==> config.mk <==
export PLATFORM = sky130hd
export DESIGN_NAME = wb_rr_arbiter_flat
export DESIGN_NICKNAME = d
export VERILOG_FILES = /design/src/rtl/wb_rr_arbiter_pkg.sv /design/src/rtl/wb_rr_arbiter_if.sv /design/src/rtl/wb_rr_arbiter_pick.sv /design/src/rtl/wb_rr_arbiter.sv /design/src/flat_wrapper.sv
export SDC_FILE = /design/constraint.sdc
export NUM_CORES = 1
export LEC_CHECK = 0
export ABC_AREA = 1
export BUFFER_PORTS_ARGS = -buffer_cell sky130_fd_sc_hd__buf_2
export CAP_MARGIN = 30
export CORE_AREA = 2 2 139 141
export DETAILED_ROUTE_END_ITERATION = 10
export DIE_AREA = 0 0 141 143
export SETUP_SLACK_MARGIN = 0.2
export SLEW_MARGIN = 20
export SYNTH_ARGS = -nofsm -noshare
export SYNTH_HDL_FRONTEND = slang
export SYNTH_SLANG_ARGS = --single-unit
==> constraint.sdc <==
create_clock -name wb_clk -period 3.12 [get_ports wb_clk]
set_input_delay 0.468 -clock wb_clk [delete_from_list [all_inputs] [get_ports wb_clk]]
set_output_delay 0.468 -clock wb_clk [all_outputs]
set_load 0.03 [all_outputs]
==> src/rtl/wb_rr_arbiter_pkg.sv <==
// wb_arb_pkg: shared state type, watchdog sizing and round-robin helper for wb_rr_arbiter
package wb_arb_pkg;

    localparam int MAX_MASTERS = 8;

    typedef enum logic {IDLE, BUSY} arb_state_e;

    function automatic int wdt_width(input int timeout);
        return (timeout > 0) ? $clog2(timeout + 1) : 1;
    endfunction

    function automatic logic [MAX_MASTERS-1:0] rr_next(
        input logic [MAX_MASTERS-1:0] req,
        input int                     last,
        input int                     n
    );
        logic [MAX_MASTERS-1:0] pick;
        logic [2:0]             k;
        pick = '0;
        for (int i = 1; i <= MAX_MASTERS; i++) begin
            k = 3'((last + i) % n);
            if (i <= n && pick == '0 && req[k]) pick[k] = 1'b1;
        end
        return pick;
    endfunction

endpackage

==> src/rtl/wb_rr_arbiter_if.sv <==
// wb_rr_arbiter_if: arbiter bus bundle; 'master' is the arbiter's view, 'slave' the attached masters and slave
interface wb_rr_arbiter_if #(
    parameter int N_MASTERS = 3,
    parameter int AW        = 32,
    parameter int DW        = 32
);
    logic [N_MASTERS*AW-1:0]   i_m_adr;
    logic [N_MASTERS*DW-1:0]   i_m_dat;
    logic [N_MASTERS*DW/8-1:0] i_m_sel;
    logic [N_MASTERS-1:0]      i_m_we;
    logic [N_MASTERS-1:0]      i_m_cyc;
    logic [DW-1:0]             o_m_rdt;
    logic [N_MASTERS-1:0]      o_m_ack;
    logic [N_MASTERS-1:0]      o_m_err;
    logic [AW-1:0]             o_s_adr;
    logic [DW-1:0]             o_s_dat;
    logic [DW/8-1:0]           o_s_sel;
    logic                      o_s_we;
    logic                      o_s_cyc;
    logic [DW-1:0]             i_s_rdt;
    logic                      i_s_ack;
    logic [N_MASTERS-1:0]      o_grant;

    modport master (
        input  i_m_adr, i_m_dat, i_m_sel, i_m_we, i_m_cyc, i_s_rdt, i_s_ack,
        output o_m_rdt, o_m_ack, o_m_err, o_s_adr, o_s_dat, o_s_sel, o_s_we, o_s_cyc, o_grant
    );

    modport slave (
        output i_m_adr, i_m_dat, i_m_sel, i_m_we, i_m_cyc, i_s_rdt, i_s_ack,
        input  o_m_rdt, o_m_ack, o_m_err, o_s_adr, o_s_dat, o_s_sel, o_s_we, o_s_cyc, o_grant
    );

endinterface

==> src/rtl/wb_rr_arbiter_pick.sv <==
// wb_rr_pick: rotate-mask round-robin priority encoder giving a one-hot grant and its index
module wb_rr_pick #(
    parameter int N  = 3,
    parameter int IW = $clog2(N)
) (
    input  logic [N-1:0]  i_req,
    input  logic [IW-1:0] i_last,
    output logic [N-1:0]  o_gnt,
    output logic [IW-1:0] o_idx
);
    logic [N-1:0] w_mask;
    logic [N-1:0] w_pool;

    always_comb begin
        w_mask = {N{1'b1}} << i_last << 1;
        w_pool = |(i_req & w_mask) ? (i_req & w_mask) : i_req;
        o_gnt  = w_pool & (~w_pool + 1'b1);
        o_idx  = '0;
        for (int k = 0; k < N; k++)
            if (o_gnt[k]) o_idx = IW'(k);
    end

endmodule

==> src/rtl/wb_rr_arbiter.sv <==
// wb_rr_arbiter: N-master round-robin Wishbone classic arbiter with abort handling and watchdog bus error
module wb_rr_arbiter
    import wb_arb_pkg::*;
#(
    parameter int N_MASTERS = 3,
    parameter int AW        = 32,
    parameter int DW        = 32,
    parameter int TIMEOUT   = 255
) (
    input  logic            wb_clk,
    input  logic            wb_rstn,
    wb_rr_arbiter_if.master bus
);
    localparam int IW    = $clog2(N_MASTERS);
    localparam int SW    = DW / 8;
    localparam int WDT_W = wdt_width(TIMEOUT);

    if (N_MASTERS < 2 || N_MASTERS > MAX_MASTERS || DW % 8 != 0)
        $error("wb_rr_arbiter: unsupported N_MASTERS/DW");

    arb_state_e           r_state;
    logic [N_MASTERS-1:0] r_grant;
    logic [IW-1:0]        r_last;
    logic [WDT_W-1:0]     r_wdt;
    logic [N_MASTERS-1:0] w_pick;
    logic [IW-1:0]        w_pick_idx;
    logic                 w_cyc_g;
    logic                 w_expire;
    logic                 w_ack;
    logic                 w_err;
    logic                 w_done;
    logic [AW-1:0]        w_adr;
    logic [DW-1:0]        w_dat;
    logic [SW-1:0]        w_sel;
    logic                 w_we;

    wb_rr_pick #(.N(N_MASTERS), .IW(IW)) u_pick (
        .i_req  (bus.i_m_cyc),
        .i_last (r_last),
        .o_gnt  (w_pick),
        .o_idx  (w_pick_idx)
    );

    // AND-OR mux on the one-hot grant; an all-zero grant drives zero fields
    always_comb begin
        w_adr = '0;
        w_dat = '0;
        w_sel = '0;
        w_we  = 1'b0;
        for (int k = 0; k < N_MASTERS; k++) begin
            w_adr = w_adr | ({AW{r_grant[k]}} & bus.i_m_adr[k*AW +: AW]);
            w_dat = w_dat | ({DW{r_grant[k]}} & bus.i_m_dat[k*DW +: DW]);
            w_sel = w_sel | ({SW{r_grant[k]}} & bus.i_m_sel[k*SW +: SW]);
            w_we  = w_we  | (r_grant[k] & bus.i_m_we[k]);
        end
    end

    assign w_cyc_g  = |(r_grant & bus.i_m_cyc);
    assign w_expire = (TIMEOUT != 0) && (r_wdt == WDT_W'(TIMEOUT - 1));
    assign w_ack    = w_cyc_g && bus.i_s_ack;
    assign w_err    = w_cyc_g && !bus.i_s_ack && w_expire;
    assign w_done   = !w_cyc_g || bus.i_s_ack || w_expire;

    assign bus.o_s_cyc = w_cyc_g && !w_err;
    assign bus.o_s_adr = w_adr;
    assign bus.o_s_dat = w_dat;
    assign bus.o_s_sel = w_sel;
    assign bus.o_s_we  = w_we;
    assign bus.o_m_rdt = bus.i_s_rdt;
    assign bus.o_m_ack = w_ack ? r_grant : '0;
    assign bus.o_m_err = w_err ? r_grant : '0;
    assign bus.o_grant = r_grant;

    always_ff @(posedge wb_clk) begin
        if (!wb_rstn) begin
            r_state <= IDLE;
            r_grant <= '0;
            r_last  <= IW'(N_MASTERS - 1);
            r_wdt   <= '0;
        end else if (r_state == IDLE) begin
            r_wdt <= '0;
            if (|bus.i_m_cyc) begin
                r_state <= BUSY;
                r_grant <= w_pick;
                r_last  <= w_pick_idx;
            end
        end else if (w_done) begin
            r_state <= IDLE;
            r_grant <= '0;
        end else if (TIMEOUT != 0) begin
            r_wdt <= r_wdt + 1'b1;
        end
    end

endmodule

==> src/flat_wrapper.sv <==
// flat-port wrapper written by rule: the top's interface ports become plain ports
module wb_rr_arbiter_flat import wb_arb_pkg::*;
#(
    parameter int N_MASTERS = 3,
    parameter int AW        = 32,
    parameter int DW        = 32,
    parameter int TIMEOUT   = 255
)
  (wb_clk, wb_rstn, bus_i_m_adr, bus_i_m_dat, bus_i_m_sel, bus_i_m_we, bus_i_m_cyc, bus_i_s_rdt, bus_i_s_ack, bus_o_m_rdt, bus_o_m_ack, bus_o_m_err, bus_o_s_adr, bus_o_s_dat, bus_o_s_sel, bus_o_s_we, bus_o_s_cyc, bus_o_grant);
  wb_rr_arbiter_if #(.N_MASTERS(N_MASTERS), .AW(AW), .DW(DW)) bus_i ();
  input  logic wb_clk;
  input  logic wb_rstn;
  input wire logic [$bits(bus_i.i_m_adr)-1:0] bus_i_m_adr;
  input wire logic [$bits(bus_i.i_m_dat)-1:0] bus_i_m_dat;
  input wire logic [$bits(bus_i.i_m_sel)-1:0] bus_i_m_sel;
  input wire logic [$bits(bus_i.i_m_we)-1:0] bus_i_m_we;
  input wire logic [$bits(bus_i.i_m_cyc)-1:0] bus_i_m_cyc;
  input wire logic [$bits(bus_i.i_s_rdt)-1:0] bus_i_s_rdt;
  input wire logic [$bits(bus_i.i_s_ack)-1:0] bus_i_s_ack;
  output wire logic [$bits(bus_i.o_m_rdt)-1:0] bus_o_m_rdt;
  output wire logic [$bits(bus_i.o_m_ack)-1:0] bus_o_m_ack;
  output wire logic [$bits(bus_i.o_m_err)-1:0] bus_o_m_err;
  output wire logic [$bits(bus_i.o_s_adr)-1:0] bus_o_s_adr;
  output wire logic [$bits(bus_i.o_s_dat)-1:0] bus_o_s_dat;
  output wire logic [$bits(bus_i.o_s_sel)-1:0] bus_o_s_sel;
  output wire logic [$bits(bus_i.o_s_we)-1:0] bus_o_s_we;
  output wire logic [$bits(bus_i.o_s_cyc)-1:0] bus_o_s_cyc;
  output wire logic [$bits(bus_i.o_grant)-1:0] bus_o_grant;
  assign bus_i.i_m_adr = bus_i_m_adr;
  assign bus_i.i_m_dat = bus_i_m_dat;
  assign bus_i.i_m_sel = bus_i_m_sel;
  assign bus_i.i_m_we = bus_i_m_we;
  assign bus_i.i_m_cyc = bus_i_m_cyc;
  assign bus_i.i_s_rdt = bus_i_s_rdt;
  assign bus_i.i_s_ack = bus_i_s_ack;
  assign bus_o_m_rdt = bus_i.o_m_rdt;
  assign bus_o_m_ack = bus_i.o_m_ack;
  assign bus_o_m_err = bus_i.o_m_err;
  assign bus_o_s_adr = bus_i.o_s_adr;
  assign bus_o_s_dat = bus_i.o_s_dat;
  assign bus_o_s_sel = bus_i.o_s_sel;
  assign bus_o_s_we = bus_i.o_s_we;
  assign bus_o_s_cyc = bus_i.o_s_cyc;
  assign bus_o_grant = bus_i.o_grant;
  wb_rr_arbiter #(.N_MASTERS(N_MASTERS), .AW(AW), .DW(DW), .TIMEOUT(TIMEOUT)) u_core (.wb_clk(wb_clk), .wb_rstn(wb_rstn), .bus(bus_i));
endmodule
### Word-level counts from Yosys, hierarchy flattened

Index checks and enable logic that the tools add are counted.

| operators by class | value |
|---|---|
| $add $sub $neg | 2 |
| eq/ne operators | 2 |
| shift-type cells | 1 |
| multiplexer cells | 11 |
| bitwise logic cells | 25 |
| reduce and logical (&&, ||, !) cells | 16 |

Operator list:

| kind | number |
|---|---|
| bitwise AND 32 bit | 6 |
| bitwise OR 32 bit | 4 |
| two-way mux 3 bit | 6 |
| bitwise AND 4 bit | 3 |
| bitwise AND 3 bit | 3 |
| OR reduction 3 bit | 3 |
| adder 8 x 1 -> 8 bit, second input constant | 1 |
| == test 8 bit, second input constant | 1 |
| bitwise OR 4 bit | 2 |
| AND reduction 2 bit | 3 |
| logical AND 1 bit | 4 |
| two-way mux 1 bit | 4 |
| adder 3 x 1 -> 3 bit, second input constant | 1 |
| bitwise AND 1 bit | 3 |
| zero test 1 bit | 3 |
| NOT 3 bit | 1 |
| left shift 3 x 2 -> 2 bit, first input constant | 1 |
| logical OR 1 bit | 2 |
| two-way mux 2 bit | 1 |
| inequality test 2 bit, second input constant | 1 |
| bitwise OR 1 bit | 2 |
| nonzero test 2 bit | 1 |
| NOT 1 bit | 1 |

| storage, ports and cells | value |
|---|---|
| bits in registers | 14 |
| bits of input ports | 245 |
| output and inout bits | 111 |

### Longest topological paths before layout

| logic depth | value |
|---|---|
| depth in word-level cells | 9 |
| gate-level depth with buffers | 9 |
| gate-level depth less buffers | 9 |

### Hierarchy

A second synthesis with hierarchy kept.

| second synthesis, totals | value |
|---|---|
| cell total of the unflattened synthesis | 453 |
| area total of the unflattened synthesis | 2255.9 um2 |

By module, submodules not included:

| module | times used | cells each | area an instance (um2) |
|---|---|---|---|
| wb_rr_arbiter | 1 | 440 | 2193.4 |
| wb_rr_pick | 1 | 13 | 62.6 |

### Least setup slack after synthesis

Ideal clock, no wire load.

| path | value |
|---|---|
| kind | register to output |
| from | reg u_core.r_grant[1], in the netlist u_core.bus.o_grant[1] |
| to | out bus_o_m_err[0] |
| arrival | 1534 ps |
| required time | 2652 ps |
| slack | 1118 ps |
| stages on the path, launching flop included | 8 |
| buffers on the path | 1 |
| path through | dfxtp_1 buf_2 nand2_1 nand3_2 nand2_1 nor2_1 inv_1 nor2_1 |

| between the ends | value |
|---|---|
| longest elaborated chain between the ends | 5 |

RTL lines:

| item | line | text |
|---|---|---|
| from (decl) | wb_rr_arbiter.sv:22 | `logic [N_MASTERS-1:0] r_grant;` |
| from (signal assigned) | wb_rr_arbiter.sv:84 | `r_grant <= w_pick;` |
| bitwise AND 3 bit | wb_rr_arbiter.sv:58 | `assign w_cyc_g = \|(r_grant & bus.i_m_cyc);` |
| OR reduction 3 bit | wb_rr_arbiter.sv:58 |  |
| logical AND 1 bit (2 in series) | wb_rr_arbiter.sv:61 | `assign w_err = w_cyc_g && !bus.i_s_ack && w_expire;` |
| two-way mux 3 bit | wb_rr_arbiter.sv:71 | `assign bus.o_m_err = w_err ? r_grant : '0;` |
| to (decl) | flat_wrapper.sv:22 | `output wire logic [$bits(bus_i.o_m_err)-1:0] bus_o_m_err;` |

No other way between the ends.

### Worst setup path in the final report

| path | value |
|---|---|
| from | reg u_core.r_grant[1], in the netlist u_core.bus.o_grant[1] |
| to | out bus_o_s_dat[27] |

| between the ends | value |
|---|---|
| longest elaborated chain between the ends | 3 |

RTL lines:

| item | line | text |
|---|---|---|
| bitwise AND 32 bit | wb_rr_arbiter.sv:52 | `w_dat = w_dat \| ({DW{r_grant[k]}} & bus.i_m_dat[k*DW +: DW]);` |
| bitwise OR 32 bit (2 in series) | wb_rr_arbiter.sv:52 |  |
| to (decl) | flat_wrapper.sv:24 | `output wire logic [$bits(bus_i.o_s_dat)-1:0] bus_o_s_dat;` |

No other way between the ends.

==> metrics.md <==
| Metric | Value |
|---|---|
| Outcome | completed |
| Via/cell ratio | 3.885 |
| Die Height | 143 µm |
| Syn nets | 687 |
| Post-synth EDFFs | 0 |
| Die area | 0.02016 mm² |
| Largest family of logic cells by synthesized area | simple AND/OR/NAND/NOR gates |
| Critical path arrival | 1840 ps |
| WS Path Type | flop to output port |
| Largest net degree at the start of global routing | 44 |
| P per Cell Area | 281.4 mW/mm² |
| Met3 wire length | 930 µm |
| Final WL | 10.25 mm |
| Complex-gate fraction of the synthesized area | 4.510% |
| Syn Inst Count | 440 |
| Port-buffer cells | 291 |
| Placed Instances | 915 |
| Root Buffer | clkbuf_16 |
| Slew at the pin closest to its max-slew limit | 478.9 ps |
| Syn-to-layout area delta | 69.95% |
| Initial antenna violation count | 0 |
| Post-CTS Setup Inserts | 0 |
| # DRC | 0 |
| Cts repair resizes | 0 |
| Post-synth top cells | nand2_1 (237), nand3_1 (77), buf_4 (32) |
| Final Setup Violations | 0 |
| Worst Skew | 2.725 ps |
| Fmax | 432.7 MHz |
| Synthesized area | 0.002220 mm² |
| Fin. Hold Viols | 0 |
| # IOs | 356 |
| Longest Clk Path Bufs | 2 |
| Vias in the first global route | 3154 |
| Initial Util | 11.95% |
| Leak Pwr | 0.002138 µW |
| Row count | 50 |
| RSZ-0062 raised after global routing | no |
| Synth area leader | nand2_1 |
| First-pass GRT wire length | 14.79 mm |
| Fin crit share | 74.07% |
| Width of the die | 141 µm |
| Async S/R FF share, synth | 0% |
| Clock sinks | 14 |
| Hold Path Class | input port to flop |
| N_diodes | 0 |
| Crit Path Max Fanout | 41 |
| Final #Nets | 933 |
| Most frequent cell after synthesis | nand2_1 |
| Met1 Wirelength | 4.093 mm |
| Worst skew pair latency | 250 ps |
| Sequential area share after synthesis | 12.63% |
| Met2 routed WL | 5.091 mm |
| H-tree levels | 1 |
| Setup TNS | 0 ps |
| Seq cells post-synth | 14 |
| Final Non-Filler Cells | 919 |
| Worst-path clk slew | 50 ps |
| VDD IR-drop max | 0.2552 mV |
| Total Routing Usage GR | 8.867% |
| Routed Antenna Nets | 0 |
| Total CTS buffers | 3 |
| WL/cell | 11.16 µm |
| Synth Area in Adders | 1.127% |
| GPL Wtd Cong | 0.7260 |
| Distinct cells, synth | 23 |
| Min Tclk post-route | 2311 ps |
| First DRT Iteration DRCs | 143 |
| Yosys warnings | 0 |
| Syn Area/Cell | 5.045 µm² |
| Top cell type's share of synthesized area | 40.08% |
| CP Capture Type | output port |
| DR vias | 3570 |
| Synth Flop Type | dfxtp_1 |
| Post-synthesis mux area share | 0% |
| Max-cap violations | 0 |
| CP Data Required Time | 2650 ps |
| Top Metal Used | met4 |
| Share of layout cells above drive strength 1 | 45.40% |
| Core Footprint | 0.01858 mm² |
| Aggregate global routing overflow | 0 |
| Post-synthesis xor/xnor area fraction | 2.368% |
| HPWL after detailed placement | 8.326 mm |
| Area share of and/or/nand/nor cells after synthesis | 62.01% |
| Final Slew Violations | 0 |
| Setup crit start kind | flop |
| Hold_buf cts | 0 |
| CTS tree | done |
| First-pass DRT Iterations | 4 |
| Top cells by area, synth | nand2_1 (40%), nand3_1 (17%), dfxtp_1 (13%), buf_4 (11%), clkbuf_1 (3.0%) |
| Relative slew margins | 68.07% |
cell usage in the layout (no fill, tap or decap), types with 2 or more instances in the layout:
cell type and instances:
a21oi_1 13, dfxtp_2 3, dfxtp_1 11, xnor2_1 3, ha_1 2, xor2_1 3
buf_2 291, nand2_1 237, nand2_2 2, nand3_1 77, buf_4 6, nor2_1 11
nand4_1 2, clkbuf_16 3, inv_1 12
cells by family (layout without fill, tap and decap cells):
kind of cell             count (synthesis)  count (layout)
AO/OA/AOI/OAI                           17              17
buffers and inverters                   69             314
XOR/XNOR                                 6               6
adder cells (fa/ha/maj)                  2               2
flip-flops                              14              14
AND/OR/NAND/NOR                        332             332
per-layer routing:
metal	up-vias	GRT usage [%]
met5	-	0
met4	0	1.947
met3	16	1.744
met2	195	16.41
met1	1513	10.60
li1	1846	-
registers in the layout, summed over array words and instances (netlist names):
| register | flops |
|---|---|
| u_core.bus.o_grant | 3 |
| u_core.r_last | 2 |
| u_core.r_state | 1 |
| u_core.r_wdt | 8 |
per-stage QoR:
stage	util, %	hold WS [ps]	cell area, µm²	power (µW)	setup WS, ps
floorplan	-	443.4	2220	613.2	1118
global placement	19.82	456.0	3684	795.2	1046
detailed placement	19.82	463.0	3684	796.4	1013
CTS	20.30	445.5	3772	1072	746.8
global route	20.30	461.4	3772	1131	646.5
finish	20.30	442.8	3772	1061	809.0
worst max-delay path, cell delays in order (launching register included):
cell	delay, ps
dfxtp_2	310
buf_4	310
buf_4	480
nand2_1	170
nand3_1	120
buf_2	200
path summary, 6_finish.rpt:
path	to	startpoint	cells after the start	slack, ps
hold / removal	u_core.r_last[1]	wb_rstn	2	440
hold reg to reg	u_core.r_last[1]	u_core.r_last[1]	2	470
setup / recovery	bus_o_s_dat[27]	u_core.bus.o_grant[1]	5	810
setup reg to reg	u_core.bus.o_grant[1]	u_core.bus.o_grant[1]	7	1650
area by class of cell:
class / instances / area (µm²)
Sequential cell: 14 / 284.0
Tap cell: 234 / 292.8
Multi-Input combinational cell: 357 / 1554
Timing Repair Buffer: 297 / 1501
Clock buffer: 4 / 88.84
Fill cell: 2135 / 14810
Inverter: 13 / 51.30
power breakdown:
group | total (µW) | internal (µW) | switching, µW
logic | 595 | 213 | 382
clock network | 273 | 195 | 78.4
registers | 193 | 186 | 7.35
No activity file was read; power rests on OpenSTA's default activity.
